[config.mk]
export PLATFORM = sky130hd
export DESIGN_NAME = alct_link_startup
export DESIGN_NICKNAME = d
export VERILOG_FILES = /design/src/rtl/alct_link_startup.sv
export SDC_FILE = /design/constraint.sdc
export NUM_CORES = 1
export LEC_CHECK = 0
export CAP_MARGIN = 10
export CORE_UTILIZATION = 60
export DETAILED_ROUTE_END_ITERATION = 8
export PLACE_DENSITY_LB_ADDON = 0.15
export REMOVE_ABC_BUFFERS = 1
export SYNTH_ARGS = -nofsm -noshare
export SYNTH_HDL_FRONTEND = slang
export SYNTH_SLANG_ARGS = --single-unit
[constraint.sdc]
create_clock -name clock -period 8 [get_ports clock]
set_input_delay 1.2 -clock clock [delete_from_list [all_inputs] [get_ports clock]]
set_output_delay 1.2 -clock clock [all_outputs]
set_load 0.01 [all_outputs]
[src/rtl/alct_link_startup.sv]
// ALCT-to-TMB link bring-up: waits for ALCT startup, requests and qualifies the sync pattern, then monitors the link.
// Optional debug build via ALCT_LINK_DEBUG_EN: 5-clock msec timebase plus state-name and run-counter outputs.
module alct_link_startup #(
    parameter logic [27:0] SYNC_PATTERN = 28'h2AAAAAA,
    parameter int          MSEC_CLKS    = 40078,
    parameter int          SETTLE_MSEC  = 2,
    parameter int          GOOD_WORDS   = 16,
    parameter int          TIMEOUT_MSEC = 10,
    parameter int          BAD_WORDS    = 4,
    parameter int          MAX_RETRY    = 3
) (
    input  logic        clock,
    input  logic        global_reset,
    input  logic        alct_startup_done,
    input  logic        alct_rx_valid,
    input  logic [27:0] alct_rx_data,
    input  logic        link_reinit,
    output logic        alct_sync_req,
    output logic        alct_link_up,
    output logic        alct_link_fail,
    output logic [1:0]  alct_retry_cnt,
    output logic [7:0]  alct_lost_cnt
`ifdef ALCT_LINK_DEBUG_EN
    ,
    output logic [39:0] alct_link_sm_dsp,
    output logic [7:0]  run_cnt
`endif
);

`ifdef ALCT_LINK_DEBUG_EN
    localparam int MSEC_EFF = 5;
`else
    localparam int MSEC_EFF = MSEC_CLKS;
`endif

    typedef enum logic [2:0] {
        S_IDLE   = 3'd0,
        S_SETTLE = 3'd1,
        S_CHECK  = 3'd2,
        S_RETRY  = 3'd3,
        S_LINKUP = 3'd4,
        S_FAILED = 3'd5
    } state_t;

    state_t      r_state, w_state_next;
    logic        r_done_ff, r_valid_ff;
    logic [27:0] r_data_ff;
    logic [15:0] r_msec_clk, r_msec_cnt, w_msec_now;
    logic [7:0]  r_run_cnt, w_run_upd, r_lost_cnt;
    logic [1:0]  r_retry_cnt, w_retry_plus;
    logic        w_msec_tick, w_match, w_miss, w_state_chg, w_retry_inc, w_lost_inc;
    logic        r_sync_req, r_link_up, r_link_fail;

    assign w_match      = r_valid_ff && (r_data_ff == SYNC_PATTERN);
    assign w_miss       = r_valid_ff && !w_match;
    assign w_msec_tick  = (r_msec_clk == 16'(MSEC_EFF - 1));
    // Msec count including this clock's pulse, so a dwell of N msec is exactly N*MSEC_EFF clocks
    assign w_msec_now   = r_msec_cnt + {15'd0, w_msec_tick};
    assign w_retry_plus = r_retry_cnt + 2'd1;
    assign w_state_chg  = (w_state_next != r_state);

    always_comb begin
        w_state_next = r_state;
        w_run_upd    = r_run_cnt;
        w_retry_inc  = 1'b0;
        w_lost_inc   = 1'b0;
        case (r_state)
            S_IDLE: begin
                if (r_done_ff) w_state_next = S_SETTLE;
            end
            S_SETTLE: begin
                if (w_msec_now == 16'(SETTLE_MSEC)) w_state_next = S_CHECK;
            end
            S_CHECK: begin
                if (w_match)     w_run_upd = r_run_cnt + 8'd1;
                else if (w_miss) w_run_upd = 8'd0;
                if (w_run_upd == 8'(GOOD_WORDS))           w_state_next = S_LINKUP;
                else if (w_msec_now == 16'(TIMEOUT_MSEC))  w_state_next = S_RETRY;
            end
            S_RETRY: begin
                w_retry_inc  = 1'b1;
                w_state_next = (w_retry_plus == 2'(MAX_RETRY)) ? S_FAILED : S_SETTLE;
            end
            S_LINKUP: begin
                if (w_miss)       w_run_upd = r_run_cnt + 8'd1;
                else if (w_match) w_run_upd = 8'd0;
                if (w_run_upd == 8'(BAD_WORDS)) begin
                    w_lost_inc   = 1'b1;
                    w_state_next = S_SETTLE;
                end
            end
            S_FAILED: w_state_next = S_FAILED;
            default:  w_state_next = S_IDLE;
        endcase
        // Loss of ALCT configuration, then VME reinit, override every other transition
        if (r_state != S_IDLE && !r_done_ff) begin
            w_state_next = S_IDLE;
            w_retry_inc  = 1'b0;
            w_lost_inc   = 1'b0;
        end
        if (link_reinit) begin
            w_state_next = S_IDLE;
            w_retry_inc  = 1'b0;
            w_lost_inc   = 1'b0;
        end
    end

    always_ff @(posedge clock or posedge global_reset) begin
        if (global_reset) begin
            r_done_ff   <= 1'b0;
            r_valid_ff  <= 1'b0;
            r_data_ff   <= 28'd0;
            r_state     <= S_IDLE;
            r_msec_clk  <= 16'd0;
            r_msec_cnt  <= 16'd0;
            r_run_cnt   <= 8'd0;
            r_retry_cnt <= 2'd0;
            r_lost_cnt  <= 8'd0;
            r_sync_req  <= 1'b0;
            r_link_up   <= 1'b0;
            r_link_fail <= 1'b0;
        end else begin
            r_done_ff  <= alct_startup_done;
            r_valid_ff <= alct_rx_valid;
            r_data_ff  <= alct_rx_data;
            r_state    <= w_state_next;
            if (w_state_chg) begin
                r_msec_clk <= 16'd0;
                r_msec_cnt <= 16'd0;
                r_run_cnt  <= 8'd0;
            end else begin
                r_msec_clk <= w_msec_tick ? 16'd0 : r_msec_clk + 16'd1;
                r_msec_cnt <= w_msec_now;
                r_run_cnt  <= w_run_upd;
            end
            if (link_reinit)      r_retry_cnt <= 2'd0;
            else if (w_retry_inc) r_retry_cnt <= w_retry_plus;
            if (w_lost_inc && r_lost_cnt != 8'hFF) r_lost_cnt <= r_lost_cnt + 8'd1;
            r_sync_req  <= (r_state == S_CHECK);
            r_link_up   <= (r_state == S_LINKUP);
            r_link_fail <= (r_state == S_FAILED);
        end
    end

    assign alct_sync_req  = r_sync_req;
    assign alct_link_up   = r_link_up;
    assign alct_link_fail = r_link_fail;
    assign alct_retry_cnt = r_retry_cnt;
    assign alct_lost_cnt  = r_lost_cnt;

`ifdef ALCT_LINK_DEBUG_EN
    always_comb begin
        alct_link_sm_dsp = "idle ";
        case (r_state)
            S_SETTLE: alct_link_sm_dsp = "settl";
            S_CHECK:  alct_link_sm_dsp = "check";
            S_RETRY:  alct_link_sm_dsp = "retry";
            S_LINKUP: alct_link_sm_dsp = "linku";
            S_FAILED: alct_link_sm_dsp = "fail ";
            default:  alct_link_sm_dsp = "idle ";
        endcase
    end
    assign run_cnt = r_run_cnt;
`endif

endmodule

[After elaboration in Yosys (flattened, before gate mapping)]
Cells that the tools add are included.
Operators by class
  shift-type cells: 0
  bitwise gates (word level): 0
  $add $sub $neg: 5
  reductions and logical operators: 10
  multiply operators: 0
  $lt $le $gt $ge: 0
  equal/unequal tests: 14
  muxes and demuxes: 29
  div/mod/pow operators: 0
Operators with widths (count)
  $mux 8: 7
  $mux 16: 3
  $eq 28x26->1 const B: 1
  $mux 3: 8
  $pmux 3 s6: 1
  $add 16x1->16: 1
  $add 16x1->16 const B: 1
  $add 8x1->8 const B: 2
  $eq 16x16->1 const B: 1
  $eq 16x2->1 const B: 1
  $eq 16x4->1 const B: 1
  $pmux 8 s2: 1
  $eq 8x3->1 const B: 1
  $eq 8x5->1 const B: 1
  $ne 8x8->1 const B: 1
  $mux 1: 7
  $eq 3x2->1 const B: 2
  $eq 3x3->1 const B: 2
  $reduce_bool 3->1: 2
  $logic_and 1x1->1: 4
  $mux 2: 2
  $eq 3x1->1 const B: 1
  $logic_not 3->1: 1
  $ne 3x3->1: 1
  4 further kinds: 5
Word-level totals
  memories: 0
  bits in read-only memories: 0
  bits in registers: 86
  logic and storage cells: 70
  output and inout port bits: 13
  RAM bits: 0
  bits in latches: 0
  bits of input ports: 33

[Depth between registers and ports, before layout]
Gate-level depths: netlist (run 1).
  word-level depth: 14
  gate-level depth with buffers: 15
  depth with buffers taken out: 13

[Worst setup path before layout (run 1)]
Ideal clock, no wire load.
  path type: register -> register
  start point: register r_msec_clk[9]
  end point: register r_msec_clk[10]
  data arrival time: 3.775 ns
  path slack: 4.086 ns
  stages on the path, launching flop included: 14
  data required time: 7.861 ns
  setup time: 0.139 ns
  clock period less this slack: 3.914 ns
  cell sequence: dfrtp_1 -> or4b_2 -> nor3_1 -> clkbuf_1 -> ha_1 -> ha_1 -> nand4_1 -> a211o_1 -> a211o_1 -> nor4b_4 -> o2111ai_1 -> o22ai_4 -> buf_6 -> nor4_1
On the way
  longest elaborated chain between the ends: 10
Ends and longest elaborated chain
  start, declared: RTL line 48  | logic [15:0] r_msec_clk, r_msec_cnt, w_msec_now;
  start signal, assigned: RTL line 132  | r_msec_clk <= w_msec_tick ? 16'd0 : r_msec_clk + 16'd1;
  $eq 16x16->1: RTL line 56  | assign w_msec_tick = (r_msec_clk == 16'(MSEC_EFF - 1));
  $add 16x1->16: RTL line 58  | assign w_msec_now = r_msec_cnt + {15'd0, w_msec_tick};
  $eq 16x4->1: RTL line 78  | else if (w_msec_now == 16'(TIMEOUT_MSEC)) w_state_next = S_RETRY;
  $mux 3: RTL line 78
  $mux 3: RTL line 77  | if (w_run_upd == 8'(GOOD_WORDS)) w_state_next = S_LINKUP;
  $pmux 3 s6: RTL line 67  | case (r_state)
  $mux 3: RTL line 96  | if (r_state != S_IDLE && !r_done_ff) begin
  $mux 3: RTL line 101  | if (link_reinit) begin
  $ne 3x3->1: RTL line 60  | assign w_state_chg = (w_state_next != r_state);
  $mux 16 (*): RTL line 127  | if (w_state_chg) begin
Every way passes the cells marked *; elsewhere a longest branch is shown, timed or not.
A chain may end at the register's enable or synchronous reset.

[Worst setup path in the final report (run 1)]
  start point: register r_msec_clk[9]
  end point: register r_msec_clk[9]
Same word-level chain as after synthesis.

==> reports/metrics.yaml, run 1 <==
route:
  drtAntennaViolNets: 0
  vias: 3367
  first_iter_violations: 176
  viasPerCell: 5.97
  wirelength_mm: 8.85
  first_pass_iters: 4
  route.detailed.drc: 0
  wl_per_cell_um: 15.7
die:
  rows: 31
  die_w_um: 88.2
  die_y_um: 88.2
  core_area_um2: 7210
  start_util_pct: 61.7
  die-area_um2: 7770
  io_pins: 46
final_layout:
  fill_cells: 549
  nets: 500
  finalInstanceArea_um2: 5090
  layout-drive-gt1-share_pct: 8.82
  antenna_cells: 0
  area_growth_pct: 14.2
  layout_commonest_cell: "dfrtp_1"
  final_cell_mix: "dfrtp_1, clkdlybuf4s50_1, nor3_1"
timing:
  fmax_ghz: 0.218
  setup_viol: 0
  finalCritPeriodShare_pct: 57.5
  finClkSkew_ns: 0.0179
  hold_viol_final: 0
  max_slew_margin_pct: 27.3
  tns_ns: 0
  maxSlewViolCount: 0
  min_period_ns: 4.60
  tightest_slew_ns: 1.09
  rsz0062_at_grt: "false"
critical_path:
  crit_required_ns: 8.18
  path_class: "reg2reg"
  cp.buffers_inverters: 0
  crit_path_max_fanout: 40
  cp_slowest_cell: "o22ai_4"
  end_kind: "register"
  worstSetupStartpointType: "register"
  cp_cell_sequence: "or4b_2 > nor3_1 > ha_1 > ha_1 > and4_1 > and3_1 > a31oi_1 > a211oi_1 > o2111ai_1 > o22ai_4 > nor3_1"
  cp.arrival_ns: 4.78
  regToRegSetupSlack_ns: 3.40
  crit_family: "simple AND/OR/NAND/NOR gates"
  cpPeakStageDelay_ns: 0.87
synth:
  synthFlopType: "dfrtp_1"
  netlist_top_cells_area: "dfrtp_1, xnor2_1, nor3_1, xor2_1, nor2_1"
  yosysTopAreaCellShare_pct: 48.3
  synth.avg_cell_area_um2: 10.4
  synth_cell_types: 65
  ys.warnings.count: 0
  synth_area_um2: 4450
  synthCells: 430
  synth_seq_area_share_pct: 48.3
  synth_edf_count: 0
  ys_seq_elements: 86
  yosysTopAreaCell: "dfrtp_1"
  async_reset_ff_share_pct: 100
global_route:
  use_met2_pct: 38.3
  antenna_found_initial: 0
  grt_pass1_vias: 3189
  use_met3_pct: 7.07
  grt_max_degree: 87
  grt_pass1_wl_mm: 14.9
  busiest_layer: "met2"
  grt_use_total_pct: 25.0
  grtUsageMet1_pct: 35.1
  grt_remaining_overflow: 0
flow_run:
  cap_violations: 0
power:
  p_total_mw: 0.867
  leakagePower_nw: 2.09
  ir_worst_vdd_uv: 126
  power_density_nw_per_um2: 170
cts:
  cts-root-buf: "clkbuf_8"
  clockBufferDepth: 2
  cts_setup_buffers: 0
  hold_buffers: 0
  htree_levels: 3
  cts.sinks: 86
  cts_buffers: 9
  clock_latency_ns: 0.36
  ctsResizeCount: 0
  path_clk_slew_ns: 0.09
  cts_tree: "built"
placement:
  dpl_cell_area_um2: 4870
  io_buffers: 45
  place_hpwl_mm: 6.02
  gp_congestion: 0.787
worst_hold_path:
  hold_path.class: "reg2reg"
status:
  status: "finished, final reports clean"
[logic make-up after synthesis]
logic type / after synthesis / synth area share, %
flops: 86 / 48.3
fa+ha+maj: 7 / 1.97
compound gates: 63 / 11.4
xor+xnor: 40 / 7.87
buf+inv: 42 / 5.09
simple gates: 190 / 24.9
mux: 2 / 0.478
[state kept, by name (all words and copies together) (netlist names)]
signal	cells
alct_link_up	1
r_valid_ff	1
alct_sync_req	1
alct_link_fail	1
alct_lost_cnt	8
r_msec_clk	16
r_msec_cnt	16
r_run_cnt	8
r_state	3
r_data_ff	28
r_done_ff	1
alct_retry_cnt	2
[final cells by class]
class	instances	area, um^2	area share [%]
flip-flops and latches	86	2150	42.3
multi-input cells	302	2070	40.8
clock buffers	10	138	2.71
clock inverters	6	76.3	1.50
repair buffers	48	473	9.30
well taps	99	124	2.43
inverters	13	50.0	0.984
[metrics by stage]
stage	hold WS (ns)	std cells	utilization (%)	setup slack, ns
after floorplan	0.474	401	-	3.49
after global placement	0.482	548	67.6	3.63
after detailed placement	0.487	548	67.6	3.43
after CTS	0.504	564	70.5	3.41
after global routing	0.515	564	70.5	2.98
final	0.504	564	70.5	3.40
[metal layers]
layer  wire length [um]  part of all wire (%)
met3                422                   4.8
met5                  0                     0
met4                 84                  0.95
met1               4080                    46
met2               4260                    48
[cells in the mapped netlist (all sizes together) (11+ instances only)]
master   n
nor4    13
nand2   23
nor3    39
dfrtp   86
nand3   21
nand4   15
and3    13
nor2    27
o21ai   11
xnor2   23
xor2    17
inv     13
buf     22
[path summary, 6_finish.rpt]
path                                  startpoint  cells past startpoint          endpoint
worst max-delay path               r_msec_clk[9]                     11     r_msec_clk[9]
worst min-delay path            alct_lost_cnt[6]                      1  alct_lost_cnt[6]
worst max register to register     r_msec_clk[9]                     11     r_msec_clk[9]
worst min register to register  alct_lost_cnt[6]                      1  alct_lost_cnt[6]
max in group asynchronous           global_reset                      3      r_run_cnt[2]
min in group asynchronous           global_reset                      3    r_msec_cnt[14]
[power by group]
group	internal [mW]	switching, mW
Combinational	0.0377	0.0380
Clock	0.158	0.165
Sequential	0.451	0.0166
Total	0.647	0.220
No activity file was read; power rests on OpenSTA's default activity.
==> run 2, diff against run 1 <==
--- a/config.mk
+++ b/config.mk
@@ -6,7 +6,7 @@
 export NUM_CORES = 1
 export LEC_CHECK = 0
 export CAP_MARGIN = 10
-export CORE_UTILIZATION = 60
+export CORE_UTILIZATION = 51
 export DETAILED_ROUTE_END_ITERATION = 8
 export PLACE_DENSITY_LB_ADDON = 0.15
 export REMOVE_ABC_BUFFERS = 1
==> constraint.sdc (replaced) <==
create_clock -name clock -period 3.8 [get_ports clock]
set_input_delay 0.57 -clock clock [delete_from_list [all_inputs] [get_ports clock]]
set_output_delay 0.57 -clock clock [all_outputs]
set_load 0.01 [all_outputs]
==> run 2 against run 1 <==
Critical path depth grew 2. Maximum frequency grew 27%. Cell area grew 5.8%. Register-to-register slack lost 3.2 ns. Final cell count grew 3.7%. Combinational power grew 150%. Clock power grew 120%. Critical path type unchanged. Largest cell class is now multi-input combinational cells. Largest power group unchanged.
==> reports/metrics.yaml, run 2 (synthesized netlist as in run 1, its figures left out) <==
die:
  io_pins: 46  # unchanged
  die-area_um2: 9110  # +17%
  core_area_um2: 8340  # +16%
  rows: 33  # +6.5%
  die_w_um: 95.4  # +8.3%
  start_util_pct: 53.4  # -8.3 points
  die_y_um: 95.4  # +8.3%
critical_path:
  cpPeakStageDelay_ns: 0.70  # -0.17 ns
  cp_num_cells: 13  # +2
  crit_path_max_fanout: 9  # -78%
  crit_family: "simple AND/OR/NAND/NOR gates"
  cp.arrival_ns: 3.87  # -0.91 ns
  end_kind: "register"
  cp.buffers_inverters: 2  # +2
  regToRegSetupSlack_ns: 0.18  # -3.23 ns
  cp_slowest_cell: "or4b_2"
  cp_cell_sequence: "or4b_2 > nor3_4 > ha_4 > ha_4 > nand4_1 > a211o_1 > a211o_1 > nor4b_4 > o2111ai_2 > o22ai_4 > buf_12 > buf_6 > nor3_1"
  path_class: "reg2reg"
  worstSetupStartpointType: "register"
  reg2reg_depth: 13  # +2
  crit_required_ns: 4.04  # -4.14 ns
timing:
  finalCritPeriodShare_pct: 95.4  # +38 points
  tightest_slew_ns: 0.775  # -0.315 ns
  rsz0062_at_grt: "false"
  fmax_ghz: 0.276  # +27%
  hold_viol_final: 0  # unchanged
  timing.hold.ws_ns: 0.498  # -0.00559 ns
  min_period_ns: 3.62  # -0.972 ns
  tns_ns: 0  # unchanged
  maxSlewViolCount: 0  # unchanged
  max_slew_margin_pct: 47.8  # +20 points
  fin_ws_ns: 0.176  # -3.23 ns
  finClkSkew_ns: 0.00856  # -0.00933 ns
  setup_viol: 0  # unchanged
placement:
  post-place-ws_ns: -0.0610  # -3.49 ns
  gp_congestion: 0.835  # +6.0%
  dpl_cell_area_um2: 4990  # +2.5%
  place_hpwl_mm: 5.87  # -2.6%
  io_buffers: 45  # unchanged
route:
  first_pass_iters: 4  # unchanged
  vias: 3479  # +3.3%
  viasPerCell: 5.95  # -0.38%
  wl_per_cell_um: 16.1  # +2.3%
  first_iter_violations: 188  # +6.8%
  wirelength_mm: 9.39  # +6.1%
  drtAntennaViolNets: 0  # unchanged
  route.detailed.drc: 0  # unchanged
global_route:
  use_met2_pct: 34.9  # -3.4 points
  use_met3_pct: 3.43  # -3.6 points
  grt_pass1_wl_mm: 15.2  # +1.9%
  antenna_found_initial: 0  # unchanged
  busiest_layer: "met2"
  grt_max_degree: 45  # -48%
  grt_use_total_pct: 21.3  # -3.6 points
  grt_remaining_overflow: 0  # unchanged
  grt_pass1_vias: 3298  # +3.4%
  grtUsageMet1_pct: 28.8  # -6.3 points
cts:
  path_clk_slew_ns: 0.09  # about the same
  clockBufferDepth: 2  # unchanged
  clock_latency_ns: 0.36  # about the same
  htree_levels: 3  # unchanged
  cts.sinks: 86  # unchanged
  cts-root-buf: "clkbuf_8"
  cts_tree: "built"
  cts_buffers: 9  # unchanged
power:
  ir_worst_vdd_uv: 154  # +22%
  leakagePower_nw: 2.21  # +5.7%
  power_density_nw_per_um2: 350  # +110%
final_layout:
  layout-drive-gt1-share_pct: 13.8  # +4.9 points
  layout_commonest_cell: "dfrtp_1"
  area_growth_pct: 20.8
  top_regs: "r_data_ff x28, r_msec_clk x16, r_msec_cnt x16"
  regMostFlops: "r_data_ff"
  nets: 515  # +3.0%
  final_cell_mix: "dfrtp_1, clkdlybuf4s50_1, nor3_1"
  finalInstanceArea_um2: 5380  # +5.8%
  largest_reg_flops: 28  # unchanged
  antenna_cells: 0  # unchanged
worst_hold_path:
  hold_path.class: "reg2reg"
  holdPathStages: 1  # unchanged
status:
  status: "finished, final reports clean"
flow_run:
  cap_violations: 0  # unchanged
==> run 2: cell count changes in the layout (fill, tap and decap cells not counted), moves of 2 or more <==
| cell | delta |
|---|---|
| inv_8 | -2 |
| ha_4 | +2 |
| clkbuf_1 | +2 |
| buf_12 | +4 |
| buf_4 | +8 |
| clkbuf_16 | +2 |
| ha_1 | -2 |
| nor4_1 | -6 |
| nor4_2 | +6 |
==> run 2: metrics by stage <==
step,power (mW),util (%),instances
3_3_place_gp,1.17,59.9,564
2_1_floorplan,1.10,-,401
5_1_grt,1.95,64.5,585
3_5_place_dp,1.17,59.9,564
6_report,1.88,64.5,585
4_1_cts,1.87,62.5,580
==> run 2: path summary, 6_finish.rpt <==
| path | start | endpoint |
|---|---|---|
| min in group asynchronous | global_reset | r_data_ff[0] |
| hold reg to reg | alct_lost_cnt[6] | alct_lost_cnt[6] |
| hold / removal | alct_lost_cnt[6] | alct_lost_cnt[6] |
| setup / recovery | r_msec_clk[13] | r_msec_clk[5] |
| max in group asynchronous | global_reset | r_state[2] |
| setup reg to reg | r_msec_clk[13] | r_msec_clk[5] |
==> run 2: layout make-up <==
class	count	area (um^2)
Fill cell	663	2960
Multi-Input combinational cell	302	2160
Sequential cell	86	2150
Timing Repair Buffer	63	674
Clock buffer	11	131
Tap cell	105	131
Clock inverter	5	83.8
Inverter	13	50.0
==> run 2: metal layers <==
layer,up-vias,share of wire [%]
met5,-,0
met4,0,1.7
met3,15,3.7
met2,83,47
met1,1715,47
li1,1666,-
==> run 2: repair_timing <==
action,CTS,global route
resized for setup,1,14
buffers inserted,0,2
endpoints found under the setup margin,37,41
hold buffers,0,0
pin swaps,0,4
cloned,0,3
==> run 2: power by group <==
group	internal (mW)	switching [mW]	total (mW)
combinational	0.0976	0.0911	0.189
clock	0.372	0.338	0.710
sequential	0.949	0.0342	0.984
total	1.42	0.463	1.88
==> run 3, diff against run 2 <==
--- a/config.mk
+++ b/config.mk
@@ -8,6 +8,7 @@
 export CAP_MARGIN = 10
 export CORE_UTILIZATION = 51
 export DETAILED_ROUTE_END_ITERATION = 8
+export GPL_TIMING_DRIVEN = 0
 export PLACE_DENSITY_LB_ADDON = 0.15
 export REMOVE_ABC_BUFFERS = 1
 export SYNTH_ARGS = -nofsm -noshare
==> run 3 against run 2 <==
Global-route usage is 1.8 points higher. Critical path type unchanged. Combinational power is 6% higher. Largest cell class unchanged. Maximum frequency fell by 0.99%. First-iteration DRC count decreased by 14%. Clock skew up 0.0038 ns. Sequential cell count stayed put. Utilization up 1.1 points. Critical path depth is 2 lower. Worst hold slack gained 0.0077 ns. Highest routed layer unchanged.
==> reports/metrics.yaml, run 3 (synthesized netlist as in run 1, its figures left out) <==
cts:
  clock_latency_ns: 0.37  # about the same
  path_clk_slew_ns: 0.09  # about the same
  cts_tree: "built"
  cts-root-buf: "clkbuf_8"
  cts.sinks: 86  # unchanged
  clockBufferDepth: 2  # unchanged
  cts_buffers: 9  # unchanged
  htree_levels: 3  # unchanged
die:
  die_y_um: 95.4  # unchanged
  die_w_um: 95.4  # unchanged
  die-area_um2: 9110  # unchanged
  rows: 33  # unchanged
  start_util_pct: 53.4  # unchanged
  io_pins: 46  # unchanged
  core_area_um2: 8340  # unchanged
route:
  viasPerCell: 5.99  # +0.72%
  vias: 3528  # +1.4%
  drtAntennaViolNets: 0  # unchanged
  first_iter_violations: 162  # -14%
  route.detailed.drc: 0  # unchanged
  wirelength_mm: 9.76  # +4.0%
  first_pass_iters: 5  # +1
  wl_per_cell_um: 16.6  # +3.3%
critical_path:
  regToRegSetupSlack_ns: 0.14  # -0.04 ns
  crit_required_ns: 4.05  # about the same
  r2r_end: "r_run_cnt[7]"
  cp.arrival_ns: 3.91  # +0.04 ns
  crit_path_max_fanout: 10  # +1
  end_kind: "register"
  crit_path_start: "r_msec_clk[9]"
  worstSetupStartpointType: "register"
  r2r-start: "r_msec_clk[9]"
  cp_cell_sequence: "or4b_2 > nor3_4 > ha_4 > nand3_4 > or2_4 > o31a_1 > nor4b_4 > o2111ai_4 > o22ai_4 > buf_12 > nor3_1"
  reg2reg_depth: 11  # -2
  cp_slowest_cell: "or4b_2"
  cp.buffers_inverters: 1  # -1
  path_class: "reg2reg"
  cpPeakStageDelay_ns: 0.71  # about the same
  crit_family: "simple AND/OR/NAND/NOR gates"
power:
  p_comb_share_pct: 10.4  # +0.4 points
  switchingPower_mw: 0.484  # +4.6%
  power_density_nw_per_um2: 352  # +0.72%
  ir_worst_vdd_uv: 221  # +44%
  power.share.clock_pct: 38.7  # +1.0 points
  sw_frac_of_total_pct: 25.1  # +0.52 points
  p_total_mw: 1.93  # +2.4%
  seq_power_share_pct: 51.0  # -1.3 points
  leakagePower_nw: 2.23  # +1.0%
  p_int_mw: 1.44  # +1.7%
worst_hold_path:
  min_from: "r_msec_clk[0]"
  holdPathStages: 1  # unchanged
  hold_path.class: "reg2reg"
  hold_end: "r_msec_clk[0]"
timing:
  setup_viol: 0  # unchanged
  tns_ns: 0  # unchanged
  max_slew_margin_pct: 47.4  # -0.36 points
  fmax_ghz: 0.273  # -0.99%
  fin_ws_ns: 0.140  # -0.0362 ns
  timing.hold.ws_ns: 0.506  # +0.00770 ns
  min_period_ns: 3.66  # +0.0362 ns
  finalCritPeriodShare_pct: 96.3  # +0.95 points
  finClkSkew_ns: 0.0123  # +0.00376 ns
  tightest_slew_ns: 0.780  # +0.00532 ns
  hold_viol_final: 0  # unchanged
  maxSlewViolCount: 0  # unchanged
placement:
  place_hpwl_mm: 5.90  # +0.65%
  io_buffers: 45  # unchanged
  post-place-ws_ns: -1.40  # -1.34 ns
  gp_congestion: 0.872  # +4.4%
  dpl_cell_area_um2: 4920  # -1.4%
  dp.cells: 554  # -1.8%
final_layout:
  layout-drive-gt1-share_pct: 15.1  # +1.3 points
  largest_reg_flops: 28  # unchanged
  area_growth_pct: 22.9
  nets: 519  # +0.78%
  top_regs: "r_data_ff x28, r_msec_clk x16, r_msec_cnt x16"
  regMostFlops: "r_data_ff"
  finalInstanceArea_um2: 5470  # +1.7%
  stdcell_count: 589  # +0.68%
  antenna_cells: 0  # unchanged
  layout_commonest_cell: "dfrtp_1"
  final_cell_mix: "dfrtp_1, clkdlybuf4s50_1, nor3_1"
  finalCoreUtilization_pct: 65.6  # +1.1 points
global_route:
  antenna_found_initial: 0  # unchanged
  grt_max_degree: 59  # +31%
  grt_pass1_vias: 3307  # +0.27%
  grt_use_total_pct: 23.2  # +1.8 points
  grt_pass1_wl_mm: 16.1  # +5.7%
  grt_remaining_overflow: 0  # unchanged
status:
  status: "finished, final reports clean"
flow_run:
  cap_violations: 0  # unchanged
run 3: worst reg2reg max path, cell delays in order (launching register included):
cell	delay, ns
dfrtp_1	0.42
or4b_2	0.71
nor3_4	0.20
ha_4	0.20
nand3_4	0.12
or2_4	0.33
o31a_1	0.38
nor4b_4	0.41
o2111ai_4	0.32
o22ai_4	0.23
buf_12	0.17
nor3_1	0.07
run 3: layout make-up:
class | count | area, um^2
Timing Repair Buffer | 64 | 653
Multi-Input combinational cell | 305 | 2250
Inverter | 13 | 51.3
Fill cell | 652 | 2870
Sequential cell | 86 | 2150
Tap cell | 105 | 131
Clock inverter | 6 | 92.6
Clock buffer | 10 | 138
run 3: worst max-delay path by stage:
| stage | to | slack (ns) | cells past startpoint |
|---|---|---|---|
| 5_1_grt | r_msec_clk[5] | -0.02 | 12 |
| 2_1_floorplan | r_msec_clk[13] | -0.71 | 11 |
| 3_3_place_gp | r_msec_cnt[3] | -1.84 | 11 |
| 3_5_place_dp | r_msec_clk[9] | -1.40 | 11 |
| 6_report | r_run_cnt[7] | 0.14 | 11 |
| 4_1_cts | r_run_cnt[5] | 0.008 | 11 |
run 3: repair_timing:
action,4_1_cts,5_1_grt
gates resized for setup,18,8
gates cloned,3,0
pin swaps,6,10
setup buffers,8,7
hold buffers,0,0
endpoints found under the setup margin,42,41
run 3: power by group through the flow:
| stage | Clock, mW | Combinational [mW] | Sequential, mW |
|---|---|---|---|
| detailed placement | 0 | 0.171 | 1.00 |
| CTS | 0.756 | 0.194 | 0.982 |
| global route | 0.802 | 0.221 | 0.989 |
| global placement | 0 | 0.156 | 0.999 |
| floorplan | 0 | 0.103 | 0.992 |
| finish | 0.745 | 0.200 | 0.983 |
run 3: layer usage:
layer / global-route usage [%] / part of all wire [%] / vias to the layer above
li1: - / - / 1677
met1: 32.4 / 46 / 1739
met2: 36.3 / 49 / 98
met3: 4.70 / 4.0 / 14
met4: 6.97 / 1.3 / 0
met5: 0 / 0 / -
